**src/rtl/ps_axis_upsizer_pkg.sv**
```systemverilog
// Local types for the PS-to-DAC AXI-Stream upsizer.
package ps_axis_upsizer_pkg;
    typedef enum logic {
        FILL       = 1'b0,
        FLUSH_WAIT = 1'b1
    } upsizer_state_t;
endpackage

```
**src/rtl/rfsoc_config.sv**
```systemverilog
// Shared PL configuration constants for the RFSoC control fabric.
package rfsoc_config;
    localparam int ps_axis_width  = 32;
    localparam int dac_axis_width = 256;
    localparam int upsizer_ratio  = dac_axis_width / ps_axis_width;
endpackage

```
**src/rtl/ps_axis_upsizer.sv**
```systemverilog
// Packs RATIO narrow PS words into one wide DAC beat (word 0 in the LSBs); flush emits a zero-padded partial beat.
// Latency: beat valid the cycle after its last word (or the flush) is accepted; one word per cycle sustained.
// Backpressure: only the completing word (and a pending flush) waits for a free output slot.
module ps_axis_upsizer
    import rfsoc_config::*;
    import ps_axis_upsizer_pkg::*;
#(
    parameter  int IN_WIDTH  = ps_axis_width,
    parameter  int OUT_WIDTH = dac_axis_width,
    localparam int RATIO     = OUT_WIDTH / IN_WIDTH,
    localparam int PEND_W    = $clog2(RATIO) + 1
) (
    input  logic                 clk,
    input  logic                 rst,
    input  logic                 flush,
    input  logic [IN_WIDTH-1:0]  s_axis_tdata,
    input  logic                 s_axis_tvalid,
    output logic                 s_axis_tready,
    output logic [OUT_WIDTH-1:0] m_axis_tdata,
    output logic                 m_axis_tvalid,
    input  logic                 m_axis_tready,
    output logic [PEND_W-1:0]    words_pending,
    output logic [31:0]          beat_count
);

    localparam int IDX_W = (RATIO > 1) ? $clog2(RATIO) : 1;
    localparam logic [IDX_W-1:0] LAST = IDX_W'(RATIO - 1);

    if (OUT_WIDTH % IN_WIDTH != 0) begin : g_bad_ratio
        $error("ps_axis_upsizer: OUT_WIDTH must be a multiple of IN_WIDTH");
    end

    upsizer_state_t       state_q, state_d;
    logic [IDX_W-1:0]     idx_q, idx_d;
    logic [OUT_WIDTH-1:0] acc_q, acc_d;
    logic [OUT_WIDTH-1:0] acc_merged;
    logic [OUT_WIDTH-1:0] dat_d;
    logic                 vld_d;
    logic [31:0]          beat_d;
    logic                 slot_free;
    logic                 accept;

    assign slot_free     = !m_axis_tvalid || m_axis_tready;
    assign s_axis_tready = !rst && (state_q == FILL) && ((idx_q != LAST) || slot_free);
    assign accept        = s_axis_tvalid && s_axis_tready;
    assign words_pending = PEND_W'(idx_q);

    // Accumulator as it stands once this cycle's word (if any) is packed in.
    always_comb begin
        acc_merged = acc_q;
        for (int k = 0; k < RATIO; k++) begin
            if (accept && (idx_q == IDX_W'(k))) begin
                acc_merged[k*IN_WIDTH +: IN_WIDTH] = s_axis_tdata;
            end
        end
    end

    always_comb begin
        state_d = state_q;
        idx_d   = idx_q;
        acc_d   = acc_q;
        dat_d   = m_axis_tdata;
        vld_d   = m_axis_tvalid && !m_axis_tready;
        beat_d  = beat_count;
        case (state_q)
            FILL: begin
                if (accept && (idx_q == LAST)) begin
                    // A completing word swallows any same-cycle flush.
                    dat_d  = acc_merged;
                    vld_d  = 1'b1;
                    acc_d  = '0;
                    idx_d  = '0;
                    beat_d = beat_count + 32'd1;
                end else begin
                    if (accept) begin
                        acc_d = acc_merged;
                        idx_d = idx_q + IDX_W'(1);
                    end
                    if (flush && (accept || (idx_q != '0))) begin
                        if (slot_free) begin
                            dat_d  = acc_merged;
                            vld_d  = 1'b1;
                            acc_d  = '0;
                            idx_d  = '0;
                            beat_d = beat_count + 32'd1;
                        end else begin
                            state_d = FLUSH_WAIT;
                        end
                    end
                end
            end
            FLUSH_WAIT: begin
                if (slot_free) begin
                    dat_d   = acc_q;
                    vld_d   = 1'b1;
                    acc_d   = '0;
                    idx_d   = '0;
                    beat_d  = beat_count + 32'd1;
                    state_d = FILL;
                end
            end
            default: state_d = FILL;
        endcase
    end

    always_ff @(posedge clk) begin
        if (rst) begin
            state_q       <= FILL;
            idx_q         <= '0;
            acc_q         <= '0;
            m_axis_tdata  <= '0;
            m_axis_tvalid <= 1'b0;
            beat_count    <= '0;
        end else begin
            state_q       <= state_d;
            idx_q         <= idx_d;
            acc_q         <= acc_d;
            m_axis_tdata  <= dat_d;
            m_axis_tvalid <= vld_d;
            beat_count    <= beat_d;
        end
    end

endmodule

```
**config.mk**
```make
export PLATFORM = sky130hd
export DESIGN_NAME = ps_axis_upsizer
export DESIGN_NICKNAME = d
export VERILOG_FILES = /design/src/rtl/ps_axis_upsizer_pkg.sv /design/src/rtl/rfsoc_config.sv /design/src/rtl/ps_axis_upsizer.sv
export SDC_FILE = /design/constraint.sdc
export NUM_CORES = 1
export LEC_CHECK = 0
export CORE_ASPECT_RATIO = 1.4
export CORE_MARGIN = 5
export CORE_UTILIZATION = 58
export DETAILED_ROUTE_END_ITERATION = 12
export HOLD_SLACK_MARGIN = 0.1
export MAX_ROUTING_LAYER = met4
export PLACE_DENSITY = 0.9
export SYNTH_ARGS = -nofsm -noshare
export SYNTH_HDL_FRONTEND = slang
export SYNTH_SLANG_ARGS = --single-unit
```
**constraint.sdc**
```tcl
create_clock -name clk -period 3.8 [get_ports clk]
set_input_delay 0.76 -clock clk [delete_from_list [all_inputs] [get_ports clk]]
set_output_delay 0.76 -clock clk [all_outputs]
set_load 0.01 [all_outputs]
```
==> flow_summary.yaml, run 1 <==
clock_tree:
  clock_sinks: 549
  clk_pin_slew_ns: 0.07
  post-cts-setup-buffers: 0
  cts_tree: "yes"
  cts_buffer_depth: 3
  cts_root_buffer: "clkbuf_16"
  clock_latency_ns: 0.58
  htree_num_levels: 2
  ctsHoldBuffers: 0
  cts_buffers: 50
  postCtsResizedCells: 0
logic_synthesis:
  yosysTopAreaCellShare: 0.513
  ys.flop_type: "dfxtp_1"
  yosys_warnings: 0
  synthesis.area_sq_mm: 0.0214
  synth_nets: 2282
  syn_avg_cell_area_sq_um: 9.57
  yosysSeqAreaShare: 0.513
  synth_edf_count: 0
  synthArstFlopShare: 0
  synth_largest_area_cell: "dfxtp_1"
  ys_ff_latch: 549
  syn_inst: 2238
  synth_cell_types: 53
  synthTopCellsByArea: "dfxtp_1 (51%), a311oi_1 (6.8%), a21oi_1 (6.3%)"
drt:
  initialDrtViolationCount: 2317
  viasPerCell: 6.67
  vias: 19300
  wirelength_um: 68900
  drc_errors: 0
  dr.pass1.iters: 8
  antenna_left: 0
  wl_per_cell_um: 23.8
placement:
  port_buffers: 329
  place_inst: 2800
  dp_hpwl_um: 42500
  place_area_sq_mm: 0.0245
  gp_congestion: 0.891
global_routing:
  grt_max_degree: 169
  grt_use_total: 0.328
  grt_pass1_vias: 18700
  grt_pass1_wl_um: 105000
  overflow: 0
  antenna_found_initial: 2
cells_and_area:
  seqCellArea_sq_mm: 0.0110
  nets: 2429
  final_common_cell: "dfxtp_1"
  nFillCells: 2482
  final_cell_mix: "dfxtp_1 (549), nand2_1 (344), clkdlybuf4s50_1 (328)"
  fin_util: 0.717
  multiInputGateArea_sq_mm: 0.00922
  fin_area_sq_mm: 0.0262
  area_delta_synth_final_pct: 22.4
  final_cells: 2890
  drive_above_1_share: 0.0644
floorplanning:
  die-area_sq_mm: 0.0409
  fp-row-count: 83
  initial_utilization: 0.586
  die_h_um: 237
  num_io_pins: 331
  coreArea_sq_mm: 0.0366
  die_w_um: 172
worst_setup_path:
  rr_endpoint: "m_axis_tdata[187]$_SDFFE_PP0P_"
  rr_startpoint: "idx_q[2]$_SDFFE_PP0P_"
  r2r_slack_ns: 1.02
  path_cells: "ha_1 > nand3b_1 > and2_1 > clkdlybuf4s50_1"
  max_stage_delay_ns: 0.61
  r2r.worst_path.cells: 6
  critPathSlowestCell: "dfxtp_1"
  worst_ep_arrival_time_ns: 2.46
  cp_max_fo: 13
  start_kind: "register"
  critical_path_class: "reg2out"
  critPathTopFamily: "flip-flops"
  path_buf_inv: 1
  crit_path_end_kind: "primary output"
  worstPathRequired_ns: 3.04
timing:
  timing.fmax_ghz: 0.311
  setup_viol_count_final: 0
  max_slew_margin: 0.189
  tightest_slew_ns: 1.22
  worst_clock_skew_ns: 0.0201
  slew_viol_final: 0
  period_minus_slack_ns: 3.22
  hold_violations: 0
  fin_setup_tns_ns: 0
  rsz0062_at_grt: "no"
  timing.final.crit_share: 0.846
hold_path:
  whs_path_depth: 1
  min_to: "acc_q[227]$_SDFFE_PP0P_"
  worstHoldStart: "acc_q[227]$_SDFFE_PP0P_"
  min_path_type: "reg2reg"
run:
  drv_cap: 0
outcome:
  outcome: "complete, no violations"
pwr:
  peakVddDrop_uv: 419
  p_leak_nw: 8.81
  power_density_mw_per_mm2: 519
==> sequential cells by signal, indices dropped and copies added (netlist names) <==
| register | flops |
|---|---|
| acc_q | 256 |
| m_axis_tdata | 256 |
| beat_count | 32 |
| idx_q | 3 |
| m_axis_tvalid | 1 |
| state_q | 1 |
==> layout make-up <==
type                            count  area share
Multi-Input combinational cell   1410       0.351
Antenna cell                        2    0.000191
Timing Repair Buffer              364       0.141
Clock inverter                     18      0.0105
Clock buffer                       70      0.0544
Tap cell                          467      0.0223
Sequential cell                   549       0.419
Inverter                           10     0.00143
==> worst max-delay path by stage <==
| stage | from | to | slack [ns] | cells after the start |
|---|---|---|---|---|
| after floorplan | idx_q[0]$_SDFFE_PP0P_ | beat_count[29]$_SDFFE_PP0P_ | 1.56 | 8 |
| after global placement | s_axis_tvalid | acc_q[191]$_SDFFE_PP0P_ | 0.60 | 6 |
| after detailed placement | s_axis_tvalid | acc_q[169]$_SDFFE_PP0P_ | 0.52 | 6 |
| after CTS | idx_q[2]$_SDFFE_PP0P_ | s_axis_tready | 0.61 | 4 |
| after global routing | idx_q[2]$_SDFFE_PP0P_ | s_axis_tready | 0.54 | 4 |
| final | idx_q[2]$_SDFFE_PP0P_ | s_axis_tready | 0.58 | 4 |
==> power breakdown <==
| part | internal (mW) | switching [mW] |
|---|---|---|
| sequential | 6.09 | 0.231 |
| combinational | 0.893 | 1.17 |
| clock | 3.03 | 2.18 |
==> kinds of logic (layout without fill, tap and decap cells) <==
logic type | Yosys count | in the layout | share of synthesized area
AOI/OAI and AO/OA | 730 | 730 | 0.256
and+or+nand+nor | 565 | 565 | 0.117
buffers and inverters | 279 | 462 | 0.0582
adders and majority gates | 7 | 7 | 0.00409
muxes | 107 | 107 | 0.0509
other | 1 | 3 | 0.000175
DFF | 549 | 549 | 0.513
==> through the flow <==
step | hold WS, ns | setup WS (ns) | power [mW]
6_report | 0.463 | 0.584 | 13.6
5_1_grt | 0.472 | 0.537 | 14.0
4_1_cts | 0.462 | 0.606 | 13.6
3_5_place_dp | 0.445 | 0.518 | 8.47
3_3_place_gp | 0.442 | 0.603 | 8.41
2_1_floorplan | 0.430 | 1.56 | 7.46
==> cells in the mapped netlist, types with 2 or more instances <==
library cell and count:
buf_4 8, ha_1 7, nor2b_1 18, nand4_1 13, mux2_1 9, buf_1 3, o311ai_0 6, mux2_2 7
nand3b_1 2, a21oi_4 2, a21oi_2 5, a311oi_1 166, and3_1 6, nor4_1 13, and2_1 26, o21ai_0 3
buf_6 9, a32o_1 133, mux2i_1 91, o31ai_1 6, nand2b_1 2, dfxtp_1 549, nand2_1 344, buf_2 82
clkbuf_1 167, a2bb2o_1 32, a211oi_1 93, nor2_1 90, nand3_1 16, o41ai_1 6, or2_2 11, and4_1 9
inv_1 9, or4_1 6, or3_1 2, a21oi_1 270
==> per-layer routing <==
layer  wire, um  GRT usage  part of all wire
met1      24800      0.389              0.36
met2      32400      0.505              0.47
met3       7040     0.0704              0.10
met4       4740      0.204             0.069
met5          0          -                 0
No activity file was read; power rests on OpenSTA's default activity.
==> inputs of run 2 (changes only) <==
--- a/config.mk
+++ b/config.mk
@@ -7,11 +7,11 @@
 export LEC_CHECK = 0
 export CORE_ASPECT_RATIO = 1.4
 export CORE_MARGIN = 5
-export CORE_UTILIZATION = 58
+export CORE_UTILIZATION = 54
 export DETAILED_ROUTE_END_ITERATION = 12
 export HOLD_SLACK_MARGIN = 0.1
 export MAX_ROUTING_LAYER = met4
-export PLACE_DENSITY = 0.9
+export PLACE_DENSITY = 0.85
 export SYNTH_ARGS = -nofsm -noshare
 export SYNTH_HDL_FRONTEND = slang
 export SYNTH_SLANG_ARGS = --single-unit
==> constraint.sdc (replaced) <==
create_clock -name clk -period 3.05 [get_ports clk]
set_input_delay 0.61 -clock clk [delete_from_list [all_inputs] [get_ports clk]]
set_output_delay 0.61 -clock clk [all_outputs]
set_load 0.01 [all_outputs]
==> flow_summary.yaml, run 2 (synthesis results as in run 1) <==
floorplanning:
  die-area_sq_mm: 0.0438
  num_io_pins: 331
  coreArea_sq_mm: 0.0393
  die_w_um: 178
  initial_utilization: 0.545
  die_h_um: 246
  fp-row-count: 86
worst_setup_path:
  cp_max_fo: 6
  critPathTopFamily: "buffers and inverters"
  worst_ep_arrival_time_ns: 2.39
  worstPathRequired_ns: 2.44
  critPathSlowestCell: "clkdlybuf4s50_1"
  start_kind: "register"
  critical_path_class: "reg2out"
  max_stage_delay_ns: 0.57
  path_buf_inv: 1
  crit_path_end_kind: "primary output"
  path_cells: "ha_1 > ha_2 > nand3b_1 > and2_1 > clkdlybuf4s50_1"
timing:
  fin_setup_tns_ns: 0
  max_slew_margin: 0.210
  worst_clock_skew_ns: 0.0222
  tightest_slew_ns: 1.18
  period_minus_slack_ns: 3.00
  slew_viol_final: 0
  timing.final.crit_share: 0.982
  hold_violations: 0
  fin_hold_ws_ns: 0.342
  timing.fmax_ghz: 0.334
  setup_viol_count_final: 0
clock_tree:
  htree_num_levels: 2
  cts_tree: "yes"
  ctsHoldBuffers: 0
  cts_root_buffer: "clkbuf_16"
  postCtsResizedCells: 1
  cts_buffer_depth: 3
  clk_pin_slew_ns: 0.07
  clock_latency_ns: 0.57
  clock_sinks: 549
  post-cts-setup-buffers: 0
  cts_buffers: 49
drt:
  drc_errors: 0
  viasPerCell: 6.46
  dr.pass1.iters: 6
  initialDrtViolationCount: 2012
  wl_per_cell_um: 23.0
  vias: 19200
  wirelength_um: 68400
  antenna_left: 0
cells_and_area:
  final_common_cell: "dfxtp_1"
  final_cells: 2978
  drive_above_1_share: 0.0744
  seqCellArea_sq_mm: 0.0110
  fin_area_sq_mm: 0.0266
  nFillCells: 2939
  nets: 2454
  reg_top3: "acc_q x256, m_axis_tdata x256, beat_count x32"
  multiInputGateArea_sq_mm: 0.00923
  area_delta_synth_final_pct: 24.0
  final_cell_mix: "dfxtp_1 (548), nand2_1 (344), clkdlybuf4s50_1 (328)"
global_routing:
  grt_max_degree: 114
  antenna_found_initial: 3
  grt_pass1_vias: 18400
  grt_pass1_wl_um: 105000
  overflow: 0
  grt_use_total: 0.310
pwr:
  p_leak_nw: 8.92
  total_power_mw: 16.7
  power_density_mw_per_mm2: 629
  peakVddDrop_uv: 568
placement:
  dp_hpwl_um: 43800
  gp_congestion: 0.855
  place_inst: 2887
  place_area_sq_mm: 0.0249
  port_buffers: 329
outcome:
  outcome: "complete, no violations"
hold_path:
  min_path_type: "in2reg"
run:
  drv_cap: 0
==> run 2: cell count changes in the layout (fill, tap and decap cells not counted), sizes merged <==
cell and delta:
buf +26, bufinv -4, clkbuf +3, clkinvlp +3
clkinv -2, diode +1
==> run 2: cell type report <==
class | count | area share
Sequential cell | 549 | 0.414
Multi-Input combinational cell | 1410 | 0.347
Timing Repair Buffer | 390 | 0.152
Clock buffer | 73 | 0.0545
Tap cell | 528 | 0.0249
Clock inverter | 15 | 0.00598
Inverter | 10 | 0.00141
Antenna cell | 3 | 0.000283
==> run 2: routing by layer <==
metal  share of wire  track usage  up-vias
met2            0.48        0.490     1024
met1            0.37        0.374     9352
met5               0            -        -
li1                -            -     8644
met4           0.057        0.161        0
met3           0.091       0.0618      228
==> run 2: through the flow <==
step                      utilization  setup WS [ns]
after floorplan                     -          0.811
after global placement          0.635          0.200
after detailed placement        0.635          0.135
after CTS                       0.676         0.0375
after global routing            0.676        -0.0265
final                           0.676         0.0534
==> run 2: worst register-to-register path, delay by kind of cell, from the launching register on <==
family	cells	cell delay (ns)
AOI/OAI and AO/OA	2	0.90
adders and majority gates	1	0.33
buffers and inverters	3	0.52
DFF	1	0.37
and+or+nand+nor	2	0.42
==> run 2: worst paths after layout <==
kind	from	depth (start not counted)	end	slack (ns)
setup / recovery	idx_q[0]$_SDFFE_PP0P_	5	s_axis_tready	0.05
hold / removal	rst	2	beat_count[4]$_SDFFE_PP0P_	0.34
setup reg to reg	idx_q[0]$_SDFFE_PP0P_	8	m_axis_tdata[79]$_SDFFE_PP0P_	0.40
hold reg to reg	acc_q[240]$_SDFFE_PP0P_	1	acc_q[240]$_SDFFE_PP0P_	0.46
==> run 2: where the power goes <==
| part | leakage [nW] | switching (mW) | internal, mW |
|---|---|---|---|
| Combinational | 3.67 | 1.48 | 1.18 |
| Clock | 0.782 | 2.71 | 3.47 |
| Sequential | 4.47 | 0.281 | 7.59 |
| Total | 8.92 | 4.47 | 12.2 |
